## src/rtl/fpu_cmp_minmax.sv

```systemverilog
// Two-stage pipelined binary32 compare / min-max / classify unit with valid-ready on both sides.
// Optional sticky NV accumulator (flags_clr / flags_nv) is built when FPU_CMP_FFLAGS_EN is defined.
module fpu_cmp_minmax #(
    parameter int          TAG_W     = 5,
    parameter logic [31:0] NAN_CANON = 32'h7FC00000
) (
    input  logic             clk,
    input  logic             rst,
    input  logic             in_valid,
    output logic             in_ready,
    input  logic [2:0]       in_op,
    input  logic [31:0]      in_a,
    input  logic [31:0]      in_b,
    input  logic [TAG_W-1:0] in_tag,
    output logic             out_valid,
    input  logic             out_ready,
    output logic [31:0]      out_result,
    output logic             out_nv,
    output logic [TAG_W-1:0] out_tag
`ifdef FPU_CMP_FFLAGS_EN
    ,
    input  logic             flags_clr,
    output logic             flags_nv
`endif
);

    typedef enum logic [2:0] {
        OP_FMIN   = 3'b000,
        OP_FMAX   = 3'b001,
        OP_FLE    = 3'b010,
        OP_FLT    = 3'b011,
        OP_FEQ    = 3'b100,
        OP_FCLASS = 3'b101,
        OP_RSVD6  = 3'b110,
        OP_RSVD7  = 3'b111
    } op_e;

    // One-hot class: 0 -inf, 1 -norm, 2 -sub, 3 -0, 4 +0, 5 +sub, 6 +norm, 7 +inf, 8 sNaN, 9 qNaN.
    function automatic logic [9:0] classify(input logic [31:0] x);
        logic [9:0] c;
        c = '0;
        if (x[30:23] == 8'hFF) begin
            if (x[22:0] == '0) begin
                if (x[31]) c[0] = 1'b1;
                else       c[7] = 1'b1;
            end else if (x[22]) begin
                c[9] = 1'b1;
            end else begin
                c[8] = 1'b1;
            end
        end else if (x[30:23] == 8'h00) begin
            if (x[22:0] == '0) begin
                if (x[31]) c[3] = 1'b1;
                else       c[4] = 1'b1;
            end else begin
                if (x[31]) c[2] = 1'b1;
                else       c[5] = 1'b1;
            end
        end else begin
            if (x[31]) c[1] = 1'b1;
            else       c[6] = 1'b1;
        end
        return c;
    endfunction

    // Stage 1 registers
    logic             s1_valid_q, s1_valid_d;
    logic [31:0]      s1_a_q, s1_a_d;
    logic [31:0]      s1_b_q, s1_b_d;
    op_e              s1_op_q, s1_op_d;
    logic [TAG_W-1:0] s1_tag_q, s1_tag_d;
    logic [9:0]       s1_cls_a_q, s1_cls_a_d;
    logic [9:0]       s1_cls_b_q, s1_cls_b_d;

    // Stage 2 (output) registers
    logic             out_valid_q, out_valid_d;
    logic [31:0]      out_result_q, out_result_d;
    logic             out_nv_q, out_nv_d;
    logic [TAG_W-1:0] out_tag_q, out_tag_d;

    logic s2_free;
    logic s1_advance;
    logic in_fire;

    // S2 can take new data when empty or when its current result leaves this cycle.
    assign s2_free    = !out_valid_q || out_ready;
    assign s1_advance = s1_valid_q && s2_free;
    assign in_ready   = !s1_valid_q || s1_advance;
    assign in_fire    = in_valid && in_ready;

    always_comb begin
        // NOTE: every always_comb output gets a default first so no path leaves it unassigned (no latch).
        s1_valid_d = s1_valid_q;
        s1_a_d     = s1_a_q;
        s1_b_d     = s1_b_q;
        s1_op_d    = s1_op_q;
        s1_tag_d   = s1_tag_q;
        s1_cls_a_d = s1_cls_a_q;
        s1_cls_b_d = s1_cls_b_q;
        if (in_fire) begin
            s1_valid_d = 1'b1;
            s1_a_d     = in_a;
            s1_b_d     = in_b;
            s1_op_d    = op_e'(in_op);
            s1_tag_d   = in_tag;
            s1_cls_a_d = classify(in_a);
            s1_cls_b_d = classify(in_b);
        end else if (s1_advance) begin
            s1_valid_d = 1'b0;
        end
    end

    // Execute: derived from registered class vectors and raw operand bits.
    logic        a_nan, b_nan, any_snan, ordered, both_zero;
    logic        mag_lt, mag_gt, lt_tot, lt, eq;
    logic [31:0] min_v, max_v, res_c;
    logic        nv_c;

    always_comb begin
        a_nan     = s1_cls_a_q[8] | s1_cls_a_q[9];
        b_nan     = s1_cls_b_q[8] | s1_cls_b_q[9];
        any_snan  = s1_cls_a_q[8] | s1_cls_b_q[8];
        ordered   = (|s1_cls_a_q[7:0]) && (|s1_cls_b_q[7:0]);
        both_zero = (s1_cls_a_q[3] | s1_cls_a_q[4]) && (s1_cls_b_q[3] | s1_cls_b_q[4]);
        mag_lt    = s1_a_q[30:0] < s1_b_q[30:0];
        mag_gt    = s1_a_q[30:0] > s1_b_q[30:0];

        // Total order with -0 < +0; used directly by min/max.
        if (s1_a_q[31] != s1_b_q[31]) lt_tot = s1_a_q[31];
        else if (s1_a_q[31])          lt_tot = mag_gt;
        else                          lt_tot = mag_lt;

        // Comparisons treat any pair of zeros as equal.
        lt = lt_tot && !both_zero;
        eq = (s1_a_q == s1_b_q) || both_zero;

        if (a_nan && b_nan) begin
            min_v = NAN_CANON;
            max_v = NAN_CANON;
        end else if (a_nan) begin
            min_v = s1_b_q;
            max_v = s1_b_q;
        end else if (b_nan) begin
            min_v = s1_a_q;
            max_v = s1_a_q;
        end else begin
            min_v = lt_tot ? s1_a_q : s1_b_q;
            max_v = lt_tot ? s1_b_q : s1_a_q;
        end

        res_c = '0;
        nv_c  = 1'b0;
        case (s1_op_q)
            OP_FMIN: begin
                res_c = min_v;
                nv_c  = any_snan;
            end
            OP_FMAX: begin
                res_c = max_v;
                nv_c  = any_snan;
            end
            OP_FLE: begin
                res_c = {31'b0, ordered && (lt || eq)};
                nv_c  = !ordered;
            end
            OP_FLT: begin
                res_c = {31'b0, ordered && lt};
                nv_c  = !ordered;
            end
            OP_FEQ: begin
                res_c = {31'b0, ordered && eq};
                nv_c  = any_snan;
            end
            OP_FCLASS: begin
                res_c = {22'b0, s1_cls_a_q};
            end
            default: begin
                res_c = '0;
                nv_c  = 1'b0;
            end
        endcase
    end

    always_comb begin
        out_valid_d  = out_valid_q;
        out_result_d = out_result_q;
        out_nv_d     = out_nv_q;
        out_tag_d    = out_tag_q;
        if (s2_free) begin
            out_valid_d = s1_valid_q;
            if (s1_valid_q) begin
                out_result_d = res_c;
                out_nv_d     = nv_c;
                out_tag_d    = s1_tag_q;
            end
        end
    end

    always_ff @(posedge clk) begin
        // NOTE: sequential state uses non-blocking assignments so every flop samples pre-edge values.
        if (rst) begin
            s1_valid_q   <= 1'b0;
            s1_a_q       <= '0;
            s1_b_q       <= '0;
            s1_op_q      <= OP_FMIN;
            s1_tag_q     <= '0;
            s1_cls_a_q   <= '0;
            s1_cls_b_q   <= '0;
            out_valid_q  <= 1'b0;
            out_result_q <= '0;
            out_nv_q     <= 1'b0;
            out_tag_q    <= '0;
        end else begin
            s1_valid_q   <= s1_valid_d;
            s1_a_q       <= s1_a_d;
            s1_b_q       <= s1_b_d;
            s1_op_q      <= s1_op_d;
            s1_tag_q     <= s1_tag_d;
            s1_cls_a_q   <= s1_cls_a_d;
            s1_cls_b_q   <= s1_cls_b_d;
            out_valid_q  <= out_valid_d;
            out_result_q <= out_result_d;
            out_nv_q     <= out_nv_d;
            out_tag_q    <= out_tag_d;
        end
    end

    assign out_valid  = out_valid_q;
    assign out_result = out_result_q;
    assign out_nv     = out_nv_q;
    assign out_tag    = out_tag_q;

`ifdef FPU_CMP_FFLAGS_EN
    logic flags_nv_q, flags_nv_d;

    // Clear wins over a same-cycle accrual.
    always_comb begin
        flags_nv_d = flags_nv_q;
        if (flags_clr)
            flags_nv_d = 1'b0;
        else if (out_valid_q && out_ready && out_nv_q)
            flags_nv_d = 1'b1;
    end

    always_ff @(posedge clk) begin
        if (rst) flags_nv_q <= 1'b0;
        else     flags_nv_q <= flags_nv_d;
    end

    assign flags_nv = flags_nv_q;
`else
    // No sticky NV state in this build; per-result out_nv is the only flag output.
`endif

endmodule

```

## config.mk

```make
export PLATFORM = sky130hd
export DESIGN_NAME = fpu_cmp_minmax
export DESIGN_NICKNAME = d
export VERILOG_FILES = /design/src/rtl/fpu_cmp_minmax.sv
export SDC_FILE = /design/constraint.sdc
export NUM_CORES = 1
export LEC_CHECK = 0
export ABC_AREA = 0
export BUFFER_PORTS_ARGS = -buffer_cell sky130_fd_sc_hd__buf_2
export CORE_AREA = 2 2 150 181
export CTS_CLUSTER_DIAMETER = 120
export CTS_CLUSTER_SIZE = 10
export DETAILED_ROUTE_END_ITERATION = 12
export DIE_AREA = 0 0 152 183
export PLACE_DENSITY = 0.5
export SYNTH_ARGS = -nofsm -noshare
export SYNTH_HDL_FRONTEND = slang
export SYNTH_SLANG_ARGS = --single-unit
```

## constraint.sdc

```tcl
create_clock -name clk -period 6.5 [get_ports clk]
set_clock_uncertainty 0.05 [all_clocks]
set_input_delay 0.975 -clock clk [delete_from_list [all_inputs] [get_ports clk]]
set_output_delay 0.975 -clock clk [all_outputs]
set_load 0.01 [all_outputs]
```

== Word level (Yosys, flattened, before mapping) ==
Index checks and enable logic that the tools add are counted.
Operators by class
  magnitude comparators: 2
  equal/unequal tests: 9
  muxes and demuxes: 46
  bitwise operators: 5
  reductions and logical operators: 28
Operators with widths (number)
  32-bit two-way mux: 8
  32-bit case mux with 6 select lines: 1
  23-bit logical NOT: 2
  32-bit == test: 1
  31-bit greater-than comparator: 1
  31-bit less-than comparator: 1
  1-bit two-way mux: 26
  8-bit == test, second input constant: 2
  8-bit logical NOT: 2
  8-bit OR reduction: 2
  6-bit two-way mux: 2
  1-bit logical AND: 9
  2-bit two-way mux: 4
  4-bit two-way mux: 2
  3-bit by 2-bit == test with 1-bit output, second input constant: 2
  3-bit == test, second input constant: 2
  3-bit two-way mux: 2
  1-bit bitwise OR: 5
  1-bit logical NOT: 4
  1-bit logical OR: 4
  3-bit by 1-bit == test with 1-bit output, second input constant: 1
  3-bit logical NOT: 1
  3-bit OR reduction: 1
  1-bit case mux with 2 select lines: 1
  4 further kinds: 4
Word-level totals
  register bits: 132
  input port bits: 76
  output and inout port bits: 40
  word-level logic and storage cells: 101

== Logic depth before layout (Yosys ltp) ==
  depth in word-level cells: 8
  gate-level depth with buffers: 12
  mapped depth without buffers: 10

== Least setup slack after synthesis ==
Ideal clock, no wire load.
  kind: flip-flop to flip-flop
  from: reg s1_b_q[25]
  to: reg out_result_q[10] (netlist: out_result[10])
  library setup time: 122 ps
  data arrival time: 2521 ps
  required time: 6328 ps
  slack: 3807 ps
  stages on the path, launching flop included: 13
  buffers on the path: 2
  period minus slack after synthesis: 2693 ps
  cell sequence: dfxtp_1 > inv_1 > ha_1 > nand3_2 > nor4_4 > a221oi_2 > o21a_4 > a21o_1 > buf_6 > a211oi_2 > o32ai_2 > buf_6 > a221o_1
On the way
  word-level cells in the longest chain between the ends: 8
  elaborated cells between the ends (all ways): 13
  those cells by class: order compare: 2; mux: 11
Ends and longest elaborated chain
  start, declared: RTL line 69  | logic [31:0] s1_b_q, s1_b_d;
  start signal, assigned: RTL line 204  | s1_b_q <= '0;
  start signal, assigned: RTL line 216  | s1_b_q <= s1_b_d;
  31-bit less-than comparator / 31-bit greater-than comparator (equally long branches): RTL line 125, 126
  1-bit two-way mux *: RTL line 130  | else if (s1_a_q[31]) lt_tot = mag_gt;
  1-bit two-way mux *: RTL line 129  | if (s1_a_q[31] != s1_b_q[31]) lt_tot = s1_a_q[31];
  32-bit two-way mux (on tied branches): RTL line 148, 147
  32-bit two-way mux: RTL line 143  | end else if (b_nan) begin
  32-bit two-way mux: RTL line 140  | end else if (a_nan) begin
  32-bit two-way mux: RTL line 137  | if (a_nan && b_nan) begin
  32-bit case mux with 6 select lines *: RTL line 153  | case (s1_op_q)
  end signal, assigned: RTL line 222  | out_result_q <= out_result_d;
  end, declared: RTL line 77  | logic [31:0] out_result_q, out_result_d;
Every way passes the cells marked *; elsewhere a longest branch is shown, timed or not.
A chain may end at the register's enable or synchronous reset.

== Final worst setup path ==
  from: reg s1_b_q[26]
  to: reg out_result_q[30] (netlist: out_result[30])
The elaborated chain is that of the path after synthesis.

==> impl_metrics.py <==
metrics = {
    "drt": {
        "avgViaCountPerCell": 4.93,
        "drcViolationCount": 0,
        "vias": 6187,
        "wl_met1_mm": 9.44,
        "ant_nets": 0,
        "routed-wl-met2_mm": 10.5,
        "route.top_layer_used": "met4",
        "dr.first_iter.drc_count": 373,
        "dr.pass1.iters": 5,
        "route.met3.wl_um": 735,
        "wl_per_cell_um": 16.9,
        "routed_wl_mm": 21.2,
    },
    "final_layout": {
        "layout.cells.non_filler": 1254,
        "multi_input_area_um2": 3430,
        "nets": 1015,
        "fill_cells": 2768,
        "drive_above_1_share_pct": 18.9,
        "regArea_um2": 2640,
        "area_delta_synth_final_pct": 22.8,
    },
    "global_route": {
        "track_usage_pct": 15.3,
        "grt_pass1_vias": 5985,
        "grt_max_degree": 67,
        "grt_first_pass_wirelength_mm": 33.5,
        "grt_antenna_before_repair": 2,
        "grt_overflow_total": 0,
    },
    "outcome": {
        "status": "complete, no violations",
    },
    "clock_tree": {
        "clock-sinks": 132,
        "clockBufferDepth": 2,
        "clock_latency_ns": 0.42,
        "cts_root_buf": "clkbuf_16",
        "holdBufCountCts": 0,
        "clk_pin_slew_ns": 0.06,
        "cts_max_level": 4,
        "cts_buffers": 17,
        "cts_resized": 0,
        "cts_setup_buffers": 0,
        "cts_tree": "built",
    },
    "power": {
        "power_density_nw_per_um2": 279,
        "p_leak_uw": 0.00321,
        "peakVddDrop_uv": 198,
        "power.total_uw": 2200,
    },
    "hold_path": {
        "min_from": "out_result[31]$_SDFFE_PP0P_",
        "hold_path.class": "flip-flop to flip-flop",
    },
    "place": {
        "dpl.hpwl_mm": 15.5,
        "pre_cts_slack_ns": 3.10,
        "place.gp.congestion": 0.813,
        "port_buffers": 115,
        "dpl.cell_count": 1222,
    },
    "yosys": {
        "ys.flop_type": "dfxtp_1",
        "synthArstFlopShare_pct": 0,
        "synth-seq-cells": 132,
        "yosys-top-cells-count": "nand2_1 (209), dfxtp_1 (132), a21oi_1 (112), nor2_1 (45), clkbuf_1 (40)",
        "synth.distinct_cells": 54,
        "syn_inst": 813,
        "ys_seq_area_share_pct": 41.1,
        "yosysTopAreaCellShare_pct": 41.1,
        "yosysMostFrequentCell": "nand2_1",
        "synth-warning-count": 0,
        "syn-num-nets": 922,
        "synth_edf_count": 0,
        "synth_top_area_cell": "dfxtp_1",
        "synth_area_um2": 6420,
        "synth.top_cells.by_area": "dfxtp_1 (41%), nand2_1 (12%), a21oi_1 (8.7%), ha_1 (6.4%), a221o_1 (3.4%)",
        "syn_area_per_cell_um2": 7.90,
    },
    "sta": {
        "post-route-period-util_pct": 51.5,
        "tightest_slew_ns": 1.09,
        "max_clock_freq_mhz": 299,
        "maxSlewHeadroom_pct": 26.8,
        "period_minus_slack_ns": 3.35,
        "drv_slew": 0,
        "fin_setup_tns_ns": 0,
        "rsz0062_at_grt": "no",
        "setup_viol_count_final": 0,
        "setup_ws_ns": 3.15,
        "timing_hold_violations_final": 0,
    },
    "worst_setup_path": {
        "start_kind": "flip-flop",
        "reg2reg_depth": 10,
        "r2r-start": "s1_b_q[26]$_SDFFE_PP0P_",
        "worstPathArrival_ns": 3.64,
        "critPathKind": "flip-flop to flip-flop",
        "crit_fanout": 9,
        "worstSetupStartpoint": "s1_b_q[26]$_SDFFE_PP0P_",
        "reg2reg_to": "out_result[30]$_SDFFE_PP0P_",
        "required_ns": 6.79,
        "endpoint": "out_result[30]$_SDFFE_PP0P_",
        "rrSetupSlack_ns": 3.15,
        "critPathCaptureType": "flip-flop",
    },
    "die": {
        "dieArea_um2": 27800,
        "rows": 65,
        "core_area_um2": 26100,
        "dieWidth_um": 152,
        "die_h_um": 183,
        "initial_core_util_pct": 24.6,
        "pin_count": 116,
    },
    "job": {
        "cap_violations": 0,
    },
}
[state kept, by name, indices dropped and copies added, names as in the netlist]
register    flops
out_nv          1
out_result     32
out_tag         5
out_valid       1
s1_a_q         32
s1_b_q         32
s1_cls_a_q     10
s1_cls_b_q     10
s1_op_q         3
s1_tag_q        5
s1_valid_q      1
[worst min path at each step]
stage / end / slack, ns / cells past startpoint
2_1_floorplan: s1_cls_b_q[2]$_SDFFE_PP0P_ / 0.38 / 2
5_1_grt: out_tag[3]$_SDFFE_PP0P_ / 0.42 / 2
6_report: out_result[31]$_SDFFE_PP0P_ / 0.40 / 2
3_3_place_gp: out_tag[4]$_SDFFE_PP0P_ / 0.39 / 2
3_5_place_dp: out_tag[3]$_SDFFE_PP0P_ / 0.39 / 2
4_1_cts: out_tag[3]$_SDFFE_PP0P_ / 0.40 / 2
[metal layers]
metal	vias up	global-route usage (%)
li1	3072	-
met1	2925	19.0
met2	162	26.1
met3	28	2.76
met4	0	6.84
met5	-	0
[logic make-up (layout without fill, tap and decap cells)]
logic type	Yosys count	in the layout	synth area share, %
AOI/OAI and AO/OA	222	222	23.0
and+or+nand+nor	342	342	23.9
other	0	2	0
adders and majority gates	33	33	6.43
DFF	132	132	41.1
buffers and inverters	84	188	5.51
[cells in the final DEF, fill, tap and decap left out, drive strengths merged, types with 2 or more instances in the layout]
cell type,synthesis,final
buf,9,123
clkbuf,40,22
a21oi,113,113
ha,33,33
nand4,10,10
a211oi,3,3
and3,3,3
a21o,3,3
clkinvlp,0,2
or4,4,4
o31ai,2,2
o211ai,11,11
and2,13,13
nor3,18,18
clkinv,0,3
nor2,45,45
bufinv,0,3
nand2,209,209
o311ai,4,4
inv,35,35
a221oi,3,3
nor2b,3,3
nand3,11,11
o21ai,22,22
diode,0,2
dfxtp,132,132
a32oi,3,3
o221ai,6,6
a22oi,16,16
a311o,4,4
a41oi,2,2
nor4,18,18
or2,2,2
a221o,22,22
[layout make-up]
class                           instances  area share (%)
Clock inverter                          8            1.57
Multi-Input combinational cell        597            43.5
Antenna cell                            2          0.0635
Inverter                               35            1.67
Timing Repair Buffer                  123            8.09
Clock buffer                           22            6.27
Sequential cell                       132            33.5
Tap cell                              335            5.31
[worst max-delay path, cell delays in order, from the launching register on]
cell	delay (ns)
dfxtp_1	0.36
inv_1	0.07
ha_1	0.31
a41oi_1	0.21
o21ai_0	0.19
a221oi_2	0.40
o21ai_1	0.17
o311a_4	0.46
a21oi_1	0.68
o221ai_1	0.21
o211ai_1	0.14
[power breakdown]
group / total [µW] / internal, µW / leakage (µW) / switching [µW]
clock network: 1010 / 649 / 0.000300 / 358
logic: 314 / 117 / 0.00183 / 197
registers: 881 / 847 / 0.00108 / 33.3
total: 2200 / 1610 / 0.00321 / 589
[metrics by stage]
step                      area (µm²)  utilization (%)  hold WS [ns]
after global routing            7890             30.2         0.416
final                           7890             30.2         0.403
after CTS                       7880             30.2         0.403
after floorplan                 6420                -         0.382
after detailed placement        7260             27.8         0.395
after global placement          7260             27.8         0.392
Power figures use the tool's default switching activity.
